--- src/rtl/cpu_run_pkg.sv ---
// Shared definitions for the CPU run controller: FSM state encoding and mask helpers.
package cpu_run_pkg;

  typedef enum logic [1:0] {
    ST_IDLE  = 2'd0,
    ST_RESET = 2'd1,
    ST_RUN   = 2'd2,
    ST_DONE  = 2'd3
  } state_t;

  localparam int MASK_MAX_W = 64;

  // Returns a vector with the low n bits set; callers cast it to their channel width.
  function automatic logic [MASK_MAX_W-1:0] ones_mask(input int unsigned n);
    logic [MASK_MAX_W-1:0] m;
    if (n >= MASK_MAX_W) m = '1;
    else                 m = (64'd1 << n) - 64'd1;
    return m;
  endfunction

endpackage

--- src/rtl/sat_counter.sv ---
// Up counter with synchronous reset and clear, count enable, and saturation at all ones.
module sat_counter #(
  parameter int W = 32
) (
  input  logic         clk,
  input  logic         rst,
  input  logic         clr,
  input  logic         en,
  output logic [W-1:0] q
);

  logic [W-1:0] cnt_q, cnt_d;

  always_comb begin
    cnt_d = cnt_q;
    if (clr) begin
      cnt_d = '0;
    end else if (en && (cnt_q != {W{1'b1}})) begin
      cnt_d = cnt_q + 1'b1;
    end
  end

  always_ff @(posedge clk) begin
    if (rst) cnt_q <= '0;
    else     cnt_q <= cnt_d;
  end

  assign q = cnt_q;

endmodule

--- src/rtl/cpu_run_ctrl.sv ---
// Run controller for CPU cores: programmable reset pulse, staggered per-core release,
// and a run window bounded by all-cores-halted or a cycle budget.
//
//   state    | meaning
//   ST_IDLE  | after global reset, cores held, waiting for start
//   ST_RESET | cores held for RST_CYCLES after start
//   ST_RUN   | run window, channels released by stagger, halts sampled
//   ST_DONE  | run ended, cores held, results frozen until next start
module cpu_run_ctrl
  import cpu_run_pkg::*;
#(
  parameter int RST_CYCLES = 4,
  parameter int RUN_CYCLES = 100,
  parameter int N_CH       = 1,
  parameter int STAGGER    = 0,
  parameter int CNT_W      = 32
) (
  input  logic             clk,
  input  logic             rst,
  input  logic             start,
  input  logic [N_CH-1:0]  halt_in,
  output logic [N_CH-1:0]  cpu_rst,
  output logic             running,
  output logic             done,
  output logic             timeout,
  output logic [N_CH-1:0]  halted_mask,
  output logic [CNT_W-1:0] cycle_count
);

  localparam int PH_MAX = RST_CYCLES + (N_CH - 1) * STAGGER;
  localparam int PH_W   = $clog2(RST_CYCLES + N_CH * STAGGER + 1);
  localparam logic [N_CH-1:0] ALL_CH = N_CH'(ones_mask(N_CH));
  localparam logic [63:0] BUDGET_LAST = 64'((RUN_CYCLES > 0) ? RUN_CYCLES - 1 : 0);

  state_t          state_q, state_d;
  logic [PH_W-1:0] ph_q, ph_d;
  logic [N_CH-1:0] cpu_rst_q, cpu_rst_d;
  logic [N_CH-1:0] halted_q, halted_d;
  logic            running_q, running_d;
  logic            done_q, done_d;
  logic            timeout_q, timeout_d;
  logic [N_CH-1:0] sampled;
  logic            halt_all, budget_hit;
  logic            cnt_clr, cnt_en;
  logic [CNT_W-1:0] cnt;

  always_comb begin
    state_d    = state_q;
    ph_d       = ph_q;
    halted_d   = halted_q;
    done_d     = done_q;
    timeout_d  = timeout_q;
    sampled    = '0;
    halt_all   = 1'b0;
    budget_hit = 1'b0;
    cnt_clr    = 1'b0;
    cnt_en     = 1'b0;

    case (state_q)
      ST_IDLE, ST_DONE: begin
        if (start) begin
          state_d   = ST_RESET;
          ph_d      = '0;
          halted_d  = '0;
          done_d    = 1'b0;
          timeout_d = 1'b0;
          cnt_clr   = 1'b1;
        end
      end
      ST_RESET: begin
        ph_d = ph_q + 1'b1;
        if (int'(ph_d) >= RST_CYCLES) state_d = ST_RUN;
      end
      ST_RUN: begin
        // Phase keeps advancing until the last channel is released.
        if (int'(ph_q) < PH_MAX) ph_d = ph_q + 1'b1;
        sampled    = halt_in & ~cpu_rst_q;
        halted_d   = halted_q | sampled;
        halt_all   = (halted_d == ALL_CH);
        budget_hit = (RUN_CYCLES > 0) && (64'(cnt) == BUDGET_LAST);
        if (halt_all) begin
          state_d   = ST_DONE;
          done_d    = 1'b1;
          timeout_d = 1'b0;
        end else if (budget_hit) begin
          state_d   = ST_DONE;
          done_d    = 1'b1;
          timeout_d = 1'b1;
        end else begin
          cnt_en = 1'b1;
        end
      end
      default: state_d = ST_IDLE;
    endcase

    // Channel i leaves reset once the phase reaches RST_CYCLES + i*STAGGER.
    cpu_rst_d = ALL_CH;
    if (state_d == ST_RESET || state_d == ST_RUN) begin
      for (int i = 0; i < N_CH; i++) begin
        cpu_rst_d[i] = (int'(ph_d) < RST_CYCLES + i * STAGGER);
      end
    end
    running_d = (state_d == ST_RUN);
  end

  always_ff @(posedge clk) begin
    if (rst) begin
      state_q   <= ST_IDLE;
      ph_q      <= '0;
      cpu_rst_q <= ALL_CH;
      halted_q  <= '0;
      running_q <= 1'b0;
      done_q    <= 1'b0;
      timeout_q <= 1'b0;
    end else begin
      state_q   <= state_d;
      ph_q      <= ph_d;
      cpu_rst_q <= cpu_rst_d;
      halted_q  <= halted_d;
      running_q <= running_d;
      done_q    <= done_d;
      timeout_q <= timeout_d;
    end
  end

  sat_counter #(
    .W (CNT_W)
  ) u_cycle_cnt (
    .clk (clk),
    .rst (rst),
    .clr (cnt_clr),
    .en  (cnt_en),
    .q   (cnt)
  );

  assign cpu_rst     = cpu_rst_q;
  assign running     = running_q;
  assign done        = done_q;
  assign timeout     = timeout_q;
  assign halted_mask = halted_q;
  assign cycle_count = cnt;

endmodule

--- config.mk ---
export PLATFORM = sky130hd
export DESIGN_NAME = cpu_run_ctrl
export DESIGN_NICKNAME = d
export VERILOG_FILES = /design/src/rtl/cpu_run_pkg.sv /design/src/rtl/sat_counter.sv /design/src/rtl/cpu_run_ctrl.sv
export SDC_FILE = /design/constraint.sdc
export NUM_CORES = 1
export LEC_CHECK = 0
export ABC_AREA = 0
export CAP_MARGIN = 25
export CORE_AREA = 2 2 52 90
export CTS_CLUSTER_SIZE = 24
export DETAILED_ROUTE_END_ITERATION = 12
export DIE_AREA = 0 0 54 92
export PLACE_DENSITY = 0.9
export SYNTH_ARGS = -nofsm -noshare
export SYNTH_HDL_FRONTEND = slang
export SYNTH_SLANG_ARGS = --single-unit
--- constraint.sdc ---
create_clock -name clk -period 5.04 [get_ports clk]
set_clock_uncertainty 0.05 [all_clocks]
set_input_delay 0.756 -clock clk [delete_from_list [all_inputs] [get_ports clk]]
set_output_delay 0.756 -clock clk [all_outputs]
set_load 0.02 [all_outputs]
# --- Word level (Yosys, flattened, before mapping) ---
# Index checks and enable logic that the tools add are counted.
totals:
  regBits: 42
  output_inout_bits: 37
  inputBits: 4
  wordCells: 55
op_classes:
  n_eq_ne: 9
  bitwise_logic: 4
  addsub: 2
  n_lt_le_gt_ge: 3
  mux: 20
  n_reduce_logical: 9
ops:
  columns: ["operator", "count"]
  rows:
  - ["32-bit by 1-bit adder with 32-bit output, second input constant", 1]
  - ["32-bit by 7-bit == test with 1-bit output, second input constant", 1]
  - ["32-bit != test, second input constant", 1]
  - ["1-bit 2-to-1 mux", 9]
  - ["3-bit one-hot mux with 3 select lines", 1]
  - ["2-bit 2-to-1 mux", 4]
  - ["2-bit == test, second input constant", 3]
  - ["3-bit < comparator, second input constant", 2]
  - ["3-bit 2-to-1 mux", 2]
  - ["1-bit one-hot mux with 2 select lines", 3]
  - ["2-bit one-hot mux with 3 select lines", 1]
  - ["2-bit OR reduction", 3]
  - ["2-bit by 1-bit == test with 1-bit output, second input constant", 2]
  - ["3-bit by 1-bit adder with 3-bit output, second input constant", 1]
  - ["3-bit >= comparator, second input constant", 1]
  - ["3-bit != test, second input constant", 1]
  - ["3-bit AND reduction", 1]
  - ["2-bit zero test", 1]
  - ["2-bit != test, second input constant", 1]
  - ["1-bit NOT", 2]
  - ["2-bit AND reduction", 1]
  - ["2-bit nonzero test", 1]
  - ["1-bit AND", 1]
  - ["1-bit logical AND", 1]
  - ["other kinds (2)", 2]

# --- Logic depth before layout (Yosys ltp) ---
# Gate-level depths: netlist of run 1.
logic_depth:
  depth_word: 9
  mapped_depth: 8
  depth_no_buf: 8

# --- Cells and area by module ---
# From an unflattened synthesis of run 1, not the netlist that was laid out.
unflattened:
  cells_unflattened: 276
  hier_area_um2: 2301.0
modules_own_cells:
  columns: ["mod", "seq_area_each_um2", "cells_each", "instances", "area_each_um2"]
  rows:
  - ["sat_counter", 640.6, 198, 1, 1620.3]
  - ["cpu_run_ctrl", 200.2, 78, 1, 680.7]

# --- Worst setup path after synthesis of run 1 ---
# Ideal clock, no wire load.
synth_path:
  path_type: "reg2reg"
  from: "register u_cycle_cnt.cnt_q[0], in the netlist u_cycle_cnt.q[0]"
  to: "register cpu_rst_q, in the netlist cpu_rst"
  n_path_buf: 0
  path_stages_with_launch: 9
  required_time_ns: 4.869
  setup_slack_ns: 2.767
  setup_ns: 0.121
  period_less_slack_ns: 2.273
  arrival_ns: 2.101
  cell_sequence: "dfxtp_1 ha_1 and4bb_2 nand4_1 nor2_1 o311ai_0 and3_1 ha_1 nand2b_1"
synth_via:
  elab_chain_cells: 8
  elab_cells_between_ends: 9
  cone_classes: "eq/ne (3); mux (3); bitwise (1); reduce/logical (2)"
synth_rtl:
  columns: ["element", "line_no", "source"]
  rows:
  - ["start: declaration", "sat_counter.sv:12", "logic [W-1:0] cnt_q, cnt_d;"]
  - ["start signal: assignment", "sat_counter.sv:25", "else cnt_q <= cnt_d;"]
  - ["32-bit by 7-bit == test with 1-bit output (*)", "cpu_run_ctrl.sv:80", "budget_hit = (RUN_CYCLES > 0) && (64'(cnt) == BUDGET_LAST);"]
  - ["2-bit 2-to-1 mux (*)", "cpu_run_ctrl.sv:85", "end else if (budget_hit) begin"]
  - ["2-bit 2-to-1 mux (*)", "cpu_run_ctrl.sv:81", "if (halt_all) begin"]
  - ["2-bit one-hot mux with 3 select lines (*)", "cpu_run_ctrl.sv:59", "case (state_q)"]
  - ["2-bit by 1-bit == test with 1-bit output or 2-bit == test (tied branches)", "cpu_run_ctrl.sv:98", "if (state_d == ST_RESET || state_d == ST_RUN) begin"]
  - ["1-bit logical OR (*)", "cpu_run_ctrl.sv:98", null]
  - ["1-bit NOT (no source line) (*)", null, null]
  - ["2-bit OR reduction (no source line) (*)", null, null]
  - ["end signal: assignment", "cpu_run_ctrl.sv:118", "cpu_rst_q <= cpu_rst_d;"]
  - ["end: declaration", "cpu_run_ctrl.sv:37", "logic [N_CH-1:0] cpu_rst_q, cpu_rst_d;"]
# Every way passes the cells marked *; elsewhere a longest branch is shown, timed or not.
# A chain may end at the register's enable or synchronous reset.

# --- Worst setup path after layout of run 1 ---
layout_path:
  from: "input port halt_in"
  to: "register u_cycle_cnt.cnt_q[18], in the netlist u_cycle_cnt.q[18]"
layout_via:
  elab_chain_cells: 5
layout_rtl:
  columns: ["element", "line_no", "source"]
  rows:
  - ["start: declaration", "cpu_run_ctrl.sv:21", "input logic [N_CH-1:0] halt_in,"]
  - ["1-bit AND", "cpu_run_ctrl.sv:77", "sampled = halt_in & ~cpu_rst_q;"]
  - ["1-bit bitwise OR", "cpu_run_ctrl.sv:78", "halted_d = halted_q | sampled;"]
  - ["1-bit 2-to-1 mux", "cpu_run_ctrl.sv:81", null]
  - ["1-bit 2-to-1 mux", "cpu_run_ctrl.sv:59", null]
  - ["1-bit logical AND", "sat_counter.sv:18", "end else if (en && (cnt_q != {W{1'b1}})) begin"]
# Every way passes these cells.

==> flow_metrics.tcl, run 1 <==
set metrics [dict create \
    final.setup.worst_slack_ps 2370 \
    finalHoldViolCount 0 \
    cp_num_buf_inv 1 \
    swShare_pct 24.5 \
    io_buffer_count 40 \
    hp-class "reg2reg" \
    ios 41 \
    r2r-start "u_cycle_cnt.q[0]$_SDFFE_PP0P_" \
    cpPeakStageDelay_ps 470 \
    synthArstFlopShare_pct 0 \
    core-area_mm2 0.00432 \
    start_util_pct 53.4 \
    netlist_area_mm2 0.00231 \
    clock_sinks 42 \
    outcome "finished, final reports clean" \
    syn_nets 287 \
    power_frac_seq_pct 54.9 \
    finalCritPeriodShare_pct 53.0 \
    firstDrtPassIters 6 \
    path_delay_family "simple AND/OR/NAND/NOR gates" \
    drive_gt1_share_pct 7.62 \
    reg2reg_to "cpu_rst$_SDFF_PP1_" \
    period_needed_ps 2670 \
    p_per_area_mw_per_mm2 218 \
    grt_antenna_before_repair 0 \
    clkLatencyLatePin_ps 300 \
    grt_remaining_overflow 0 \
    via_count 2336 \
    grt_pass1_vias 2042 \
    mostFrequentLayoutCells "dfxtp_1 (42), clkdlybuf4s50_1 (40), o21ai_0 (28)" \
    instances_no_fill 366 \
    grt_max_degree 31 \
    drc 0 \
    clk_pin_slew_ps 70 \
    hold_depth 2 \
    cts_tree "yes" \
    wl_per_cell_um 16.1 \
    internal_power_mw 0.465 \
    cp_max_fo 14 \
    path_cells "clkdlybuf4s50_1 > nor2b_1 > nor3b_4 > o2111ai_2 > or3_1 > a21oi_1" \
    reg2reg_depth 8 \
    ant_nets 0 \
    synthCells 277 \
    grtUsageTotal_pct 24.4 \
    drt_iter0_drc 92 \
    multi_input_area_mm2 0.00138 \
    die_area_mm2 0.00497 \
    fin_area_mm2 0.00282 \
    seq_area_um2 841 \
    maxCapViolations 0 \
    pwr-share-clk_pct 36.9 \
    n_fill_cell 371 \
    routed_wl_mm 5.89 \
    p_sw_mw 0.151 \
    fmax_ghz 0.374 \
    hold_buffers 0 \
    path_class "in2reg" \
    synth_edf_count 0 \
    slew_headroom_pct 39.6 \
    dp_slack_ps 2050 \
    grt_setup_unrepaired "false" \
    hpwl_mm 4.21 \
    yosys_warnings 0 \
    max-vdd-ir-drop_uv 202 \
    reg2reg_slack_ps 2500 \
    drv_slew 0 \
    min_to "timeout$_SDFFE_PP0P_" \
    die_w_um 54 \
    cts_resized 0 \
    cp.required_ps 5220 \
    fin_tns_setup_ps 0 \
    nNetsFinal 324 \
    grt_pass1_wl_mm 9.09 \
    crit_slowest_cell "or3_1" \
    syn2layout_area_growth_pct 22.3 \
    syn_avg_cell_area_um2 8.34 \
    cts_inserted_buffers 5 \
    seq_area_frac_synth_pct 36.4 \
    combPwrFrac_pct 8.2 \
    ys_ff_latch 42 \
    place_inst 357 \
    setup_viol 0 \
    hold_start "timeout$_SDFFE_PP0P_" \
    mostFrequentLayoutCell "dfxtp_1" \
    crit_path_end_kind "flop" \
    viasPerCell 6.38 \
    post_cts_buffers 0 \
    p_leak_nw 0.917 \
    ys_types 57 \
    synthFlopType "dfxtp_1" \
    place_congestion 0.944 \
    die_h_um 92 \
    cp-start-kind "input port" \
    tightest_slew_ps 906 \
    num_rows 32 \
    placed_cell_area_mm2 0.00271 \
    clock_tree.buffer_depth 2 \
    root_buffer "clkbuf_8" \
    ctsHtreeMaxLevel 2 \
    worstPathArrival_ps 2850 \
    antenna_cells 0 \
]
## metrics by stage
step | power (mW) | util (%) | hold WS, ps
final | 0.615 | 65.3 | 445
after global routing | 0.637 | 65.3 | 483
after CTS | 0.618 | 65.0 | 448
after detailed placement | 0.393 | 62.8 | 429
after global placement | 0.391 | 62.8 | 441
after floorplan | 0.380 | - | 420
## flip-flops by register name (all words and copies together), names as in the netlist
name / count
cpu_rst: 1
done: 1
timeout: 1
halted_mask: 1
state_q: 2
ph_q: 3
u_cycle_cnt.q: 32
running: 1
## area by class of cell
type                    count  share of cell area [%]
repair buffers             41                    14.7
clock inverters             2                   0.443
multi-input cells         215                    48.7
clock buffers               6                    2.92
flip-flops and latches     42                    29.8
inverters                   9                    1.20
well taps                  51                    2.26
## cells by family (layout without fill, tap and decap cells)
family | Yosys count | in the layout | share of synthesized area (%)
mux | 5 | 5 | 2.17
compound gates | 78 | 78 | 20.6
simple gates | 124 | 124 | 32.8
fa+ha+maj | 6 | 6 | 3.25
xor+xnor | 2 | 2 | 0.759
buf+inv | 20 | 58 | 4.06
flops | 42 | 42 | 36.4
## worst min-delay path, stage by stage, from the launching register on
cell and delay (ps):
dfxtp_1 320, o21ai_0 70, a21oi_1 60
## power by group through the flow
stage	sequential, mW	clock, mW	combinational [mW]
CTS	0.338	0.232	0.0483
finish	0.338	0.227	0.0506
global route	0.338	0.244	0.0556
global placement	0.345	0	0.0459
detailed placement	0.345	0	0.0474
floorplan	0.346	0	0.0341
## worst max-delay path by stage
stage / startpoint / end / slack [ps] / depth (start not counted)
floorplan: u_cycle_cnt.q[0]$_SDFFE_PP0P_ / cpu_rst$_SDFF_PP1_ / 2770 / 8
global placement: rst / u_cycle_cnt.q[11]$_SDFFE_PP0P_ / 2060 / 4
detailed placement: rst / u_cycle_cnt.q[12]$_SDFFE_PP0P_ / 2050 / 4
CTS: rst / u_cycle_cnt.q[12]$_SDFFE_PP0P_ / 2350 / 4
global route: halt_in / u_cycle_cnt.q[18]$_SDFFE_PP0P_ / 2280 / 6
finish: halt_in / u_cycle_cnt.q[18]$_SDFFE_PP0P_ / 2370 / 6
## metal layers
metal | part of all wire [%] | vias to the layer above | GRT usage (%)
met5 | 0 | - | 0
met4 | 2.6 | 0 | 12.1
met3 | 5.8 | 14 | 5.70
met2 | 54 | 107 | 44.4
met1 | 37 | 1084 | 24.0
li1 | - | 1131 | -
## Yosys cell counts, drive strengths merged (5+ instances only)
cell	n	area share, %
dfxtp	42	36
ha	6	3.3
o21ai	29	6.3
nor4	7	2.5
or3	19	5.1
nand2b	5	1.4
and4	5	2.0
inv	9	1.5
nand3	13	3.0
nor2	17	2.9
mux2i	5	2.2
clkbuf	7	1.2
a21oi	27	5.9
or4	5	1.6
and3	8	2.4
nand4	12	3.8
nand2	18	2.9
No activity file was read; power rests on OpenSTA's default activity.
==> inputs of run 2 (changes only) <==
Settings changed: CORE_AREA 2 2 52 90 to 2 2 56 98, DIE_AREA 0 0 54 92 to 0 0 58 100, PLACE_DENSITY 0.9 to 0.82.
Clock period 5.04 ns to 2.28 ns, I/O delays scaled along.
==> run 2 against run 1 <==
Hold slack improved by 6.2 ps. Clock power rose by 120%. Non-clock buffer count rose by 30. Highest routed layer unchanged. Routed wire length rose by 6.0%. Count of clock-buffer cells in the layout rose by 1. Die area rose by 17%. Sequential power rose by 120%. Critical path depth rose by 2. Cell count rose by 9.3%. Final area rose by 7.9%. Via count rose by 5.3%. Core utilization fell by 5.3 points.
==> flow_metrics.tcl, run 2 (synthesized netlist as in run 1, its figures left out) <==
set metrics [dict create \
    ctsHtreeMaxLevel 2 \
    cp.required_ps 2400 \
    period_needed_ps 2100 \
    fin_area_mm2 0.00305 \
    holdWs_ps 451 \
    power_frac_seq_pct 54.6 \
    path_class "reg2reg" \
    drc 0 \
    clock_tree.buffer_depth 2 \
    swShare_pct 24.1 \
    grtUsageTotal_pct 21.9 \
    post_cts_buffers 0 \
    p_per_area_mw_per_mm2 448 \
    via_count 2459 \
    firstDrtPassIters 4 \
    reg2reg_depth 8 \
    nNetsFinal 354 \
    drt_iter0_drc 82 \
    slew_headroom_pct 68.2 \
    drv_slew 0 \
    combPwrFrac_pct 9.0 \
    die_area_mm2 0.00580 \
    die_w_um 58 \
    pwr-share-clk_pct 36.4 \
    hp-class "reg2reg" \
    grt_antenna_before_repair 0 \
    p_leak_nw 1.07 \
    placed_cell_area_mm2 0.00295 \
    core-area_mm2 0.00508 \
    routed_wl_mm 6.24 \
    wl_per_cell_um 15.6 \
    grt_setup_unrepaired "false" \
    root_buffer "clkbuf_8" \
    worstPathArrival_ps 2220 \
    finalCritPeriodShare_pct 92.0 \
    maxCapViolations 0 \
    r2r-start "u_cycle_cnt.q[0]$_SDFFE_PP0P_" \
    cts_tree "yes" \
    grt_remaining_overflow 0 \
    grt_pass1_vias 2300 \
    cp_max_fo 6 \
    reg2reg_slack_ps 180 \
    finalHoldViolCount 0 \
    tightest_slew_ps 474 \
    grt_pass1_wl_mm 10.0 \
    setup_viol 0 \
    cts_inserted_buffers 5 \
    p_sw_mw 0.329 \
    reg2reg_to "cpu_rst$_SDFF_PP1_" \
    io_buffer_count 40 \
    place_inst 392 \
    hold_start "timeout$_SDFFE_PP0P_" \
    fin_tns_setup_ps 0 \
    cp-start-kind "flop" \
    min_to "timeout$_SDFFE_PP0P_" \
    outcome "finished, final reports clean" \
    ant_nets 0 \
    mostFrequentLayoutCells "dfxtp_1 (42), clkdlybuf4s50_1 (40), buf_4 (31)" \
    place_congestion 0.839 \
    start_util_pct 45.5 \
    clkLatencyLatePin_ps 290 \
    hold_depth 2 \
    viasPerCell 6.15 \
    clk_pin_slew_ps 80 \
    drive_gt1_share_pct 15.7 \
    clock_sinks 42 \
    max-vdd-ir-drop_uv 523 \
    ios 41 \
    antenna_cells 0 \
    largest_register_ffs 32 \
    hpwl_mm 4.70 \
    internal_power_mw 1.04 \
    num_rows 35 \
    instances_no_fill 400 \
    mostFrequentLayoutCell "dfxtp_1" \
    die_h_um 100 \
    fmax_ghz 0.477 \
    grt_max_degree 15 \
    crit_path_end_kind "flop" \
    syn2layout_area_growth_pct 32.0 \
]
run 2: how the worst max path moves through the flow:
stage	depth (start not counted)	from	to	slack, ps
global placement	6	halt_in	u_cycle_cnt.q[12]$_SDFFE_PP0P_	30
finish	8	u_cycle_cnt.q[0]$_SDFFE_PP0P_	cpu_rst$_SDFF_PP1_	180
CTS	8	u_cycle_cnt.q[0]$_SDFFE_PP0P_	cpu_rst$_SDFF_PP1_	80
global route	6	u_cycle_cnt.q[0]$_SDFFE_PP0P_	u_cycle_cnt.q[4]$_SDFFE_PP0P_	60
floorplan	8	u_cycle_cnt.q[0]$_SDFFE_PP0P_	cpu_rst$_SDFF_PP1_	7
detailed placement	6	halt_in	u_cycle_cnt.q[8]$_SDFFE_PP0P_	20
run 2: layout make-up:
class                   instances  area, um2
fillers                       451       2030
multi-input cells             215       1380
flip-flops and latches         42        841
repair buffers                 71        633
clock buffers                   7       86.3
well taps                      55       68.8
inverters                       9       33.8
clock inverters                 1       5.00
run 2: timing repair:
item,in CTS,in global routing
setup endpoints to repair,0,2
resized for setup,0,2
hold buffers,0,0
run 2: layer usage:
metal / vias to the layer above / track usage, % / part of all wire (%)
met5: - / 0 / 0
met4: 0 / 11.8 / 3.6
met3: 19 / 4.12 / 4.0
met2: 63 / 41.3 / 55
met1: 1186 / 21.7 / 37
li1: 1191 / - / -
run 2: per-stage QoR:
step | power (mW) | util, % | worst slack [ps]
4_1_cts | 1.37 | 59.9 | 79.2
3_3_place_gp | 0.880 | 58.1 | 32.2
2_1_floorplan | 0.840 | - | 7.28
3_5_place_dp | 0.884 | 58.1 | 19.3
6_report | 1.36 | 60.0 | 182
5_1_grt | 1.41 | 60.0 | 60.0
run 2: worst max-delay path, stage by stage (launching register included):
cell and delay, ps:
dfxtp_1 330, ha_1 270, and4bb_2 260, nand4_1 100, nor2_1 70, o311ai_1 330
and3_1 210, ha_1 220, nand2b_1 140
run 2: power groups by stage:
stage | logic (mW) | registers (mW) | clock network [mW]
floorplan | 0.0754 | 0.764 | 0
global placement | 0.118 | 0.762 | 0
detailed placement | 0.121 | 0.763 | 0
CTS | 0.122 | 0.745 | 0.504
global route | 0.133 | 0.746 | 0.530
finish | 0.122 | 0.745 | 0.497
==> inputs of run 3 (changes only) <==
Settings changed: CORE_AREA 2 2 56 98 to 5 5 59 101, DIE_AREA 0 0 58 100 to 0 0 64 106, SETUP_SLACK_MARGIN set to 0.4, SYNTH_HIERARCHICAL set to 1.
==> run 3 against run 2 <==
The run now ends with setup timing left. First-iteration DRC count grew 67%. Final area grew 30%. Non-clock buffer count up 54. Worst setup slack got worse by 490 ps. Combinational power is essentially flat. Core utilization rose by 17 points. Critical path depth increased by 2. Critical path type unchanged. Largest cell class unchanged. Count of clock-buffer cells in the layout fell by 2. Cell count rose by 14%.
==> flow_metrics.tcl, run 3 <==
set metrics [dict create \
    clock_sinks 42 \
    cts_tree "yes" \
    p_per_area_mw_per_mm2 370 \
    synth_compound_gate_area_share_pct 20.3 \
    mostFrequentLayoutCell "buf_4" \
    grtUsageTotal_pct 24.2 \
    grt_remaining_overflow 0 \
    routed_wl_mm 9.83 \
    synth_common_cells "dfxtp_1 (42), nor2_1 (25), nand2_1 (21), a21oi_1 (20), or3_1 (18)" \
    drc 0 \
    cpPeakStageDelay_ps 460 \
    ios 41 \
    synthArstFlopShare_pct 0 \
    yosysMostFrequentCell "dfxtp_1" \
    synthFlopType "dfxtp_1" \
    crit_slowest_cell "or4_4" \
    fmax_ghz 0.387 \
    crit_path_end_kind "flop" \
    cp-start-kind "flop" \
    nNetsFinal 409 \
    ant_nets 0 \
    max-vdd-ir-drop_uv 402 \
    syn_avg_cell_area_um2 8.34 \
    drv_slew 0 \
    period_needed_ps 2580 \
    ys_types 54 \
    cp_max_fo 4 \
    worstPathArrival_ps 2720 \
    cts_inserted_buffers 5 \
    finalHoldViolCount 0 \
    die_area_mm2 0.00678 \
    grt_setup_unrepaired "true" \
    synth_top_area_cell "dfxtp_1" \
    drive_gt1_share_pct 44.6 \
    final_util_pct 77.4 \
    via_count 2933 \
    antenna_cells 0 \
    hp-class "reg2reg" \
    finalCritPeriodShare_pct 113 \
    grt_antenna_before_repair 0 \
    ctsHtreeMaxLevel 2 \
    maxCapViolations 0 \
    cp.required_ps 2410 \
    synth_top_area_share_pct 36.5 \
    grt_pass1_wl_mm 13.3 \
    final.setup.worst_slack_ps -305 \
    firstDrtPassIters 4 \
    drt_iter0_drc 137 \
    synth_edf_count 0 \
    p_leak_nw 1.53 \
    syn_nets 287 \
    start_util_pct 44.9 \
    core-area_mm2 0.00512 \
    synthCells 276 \
    hold_start "timeout$_SDFFE_PP0P_" \
    tightest_slew_ps 584 \
    num_rows 35 \
    synthAdderAreaFrac_pct 3.81 \
    mostFrequentLayoutCells "buf_4 (70), clkdlybuf4s50_1 (35), nor2_1 (23)" \
    synthSimpleGateAreaFrac_pct 32.7 \
    clk_pin_slew_ps 80 \
    grt_max_degree 15 \
    ys_ff_latch 42 \
    hold_buffers 0 \
    reg2reg_to "u_cycle_cnt/q[26]$_SDFFE_PP0P_" \
    synth_mux_area_share_pct 0.435 \
    largest_register_ffs 32 \
    cp-endpoint "u_cycle_cnt/q[26]$_SDFFE_PP0P_" \
    slew_headroom_pct 60.7 \
    r2r-start "state_q[0]$_SDFF_PP0_" \
    synth_top_family_by_area "simple AND/OR/NAND/NOR gates" \
    clkLatencyLatePin_ps 310 \
    grt_pass1_vias 2902 \
    place_congestion 0.885 \
    yosys_warnings 6 \
    seq_area_frac_synth_pct 36.5 \
    io_buffer_count 40 \
    dp_slack_ps -408 \
    die_h_um 106 \
    netlist_area_mm2 0.00230 \
    outcome "finished with violations" \
    crit_start "state_q[0]$_SDFF_PP0_" \
    synth_xor_xnor_area_share_pct 2.66 \
    reg2reg_slack_ps -300 \
    path_class "reg2reg" \
    hpwl_mm 5.47 \
    violations "setup timing" \
    root_buffer "clkbuf_8" \
    path_cells "inv_2 > ha_4 > nand3b_1 > nor2_4 > nand4_1 > or4_4 > or4_4 > buf_4 > o21ai_0 > a21oi_2" \
    synth.area.top_cells "dfxtp_1 (37%), or3_1 (4.9%), a21oi_1 (4.4%), nor2_1 (4.1%), ha_1 (3.8%)" \
    cp_common_cell "or4_4" \
    setup_viol 16 \
    p_total_mw 1.47 \
    die_w_um 64 \
    viasPerCell 6.46 \
    wl_per_cell_um 21.6 \
    reg2reg_depth 10 \
    clock_tree.buffer_depth 2 \
    syn2layout_area_growth_pct 72.3 \
]
run 3: power by group:
group | internal [mW] | total (mW) | switching (mW)
Combinational | 0.0538 | 0.121 | 0.0674
Clock | 0.326 | 0.610 | 0.284
Sequential | 0.733 | 0.736 | 0.00280
Total | 1.11 | 1.47 | 0.355
run 3: how the worst min path moves through the flow:
stage                                end  slack [ps]  cells past startpoint
CTS                 timeout$_SDFFE_PP0P_         450                      1
detailed placement  timeout$_SDFFE_PP0P_         430                      1
global route        timeout$_SDFFE_PP0P_         500                      1
floorplan             cpu_rst$_SDFF_PP1_         390                      1
finish              timeout$_SDFFE_PP0P_         460                      1
global placement    timeout$_SDFFE_PP0P_         420                      1
run 3: timing repair:
item | in CTS | in global routing
endpoints found under the setup margin | 35 | 37
pin swaps | 9 | 35
resized for setup | 27 | 63
cloned | 1 | 0
setup buffers | 9 | 7
run 3: area by class of cell:
type	count	area [um2]
Multi-Input combinational cell	215	1760
Fill cell	294	1160
Timing Repair Buffer	125	1110
Sequential cell	42	878
Clock buffer	5	68.8
Tap cell	55	68.8
Clock inverter	3	45.0
Inverter	9	33.8
run 3: kinds of logic after synthesis:
kind of cell	after synthesis
DFF	42
buffers and inverters	20
and+or+nand+nor	127
muxes	1
AOI/OAI and AO/OA	72
adders and majority gates	7
xor gates and xnor gates	7
run 3: worst max-delay path, delay by kind of cell, from the launching register on:
family | cells | cell delay, ps
adder cells (fa/ha/maj) | 1 | 130
buffers and inverters | 2 | 240
AO/OA/AOI/OAI | 2 | 330
AND/OR/NAND/NOR | 5 | 1390
flip-flops | 1 | 330
run 3: per-stage QoR:
step                instances  hold WS, ps  setup TNS (ps)  instance area [um2]
finish                    454          459           -1900                 3970
global route              454          505           -3420                 3970
CTS                       447          454            -221                 3640
detailed placement        429          430           -3730                 3300
global placement          429          423           -2740                 3300
floorplan                 276          394            -430                 2370
run 3: per-layer routing:
layer	up-vias	wire, um	track usage (%)
met2	151	5340	43.7
met4	0	685	17.5
li1	1297	-	-
met5	-	0	0
met3	72	472	5.07
met1	1413	3330	23.2
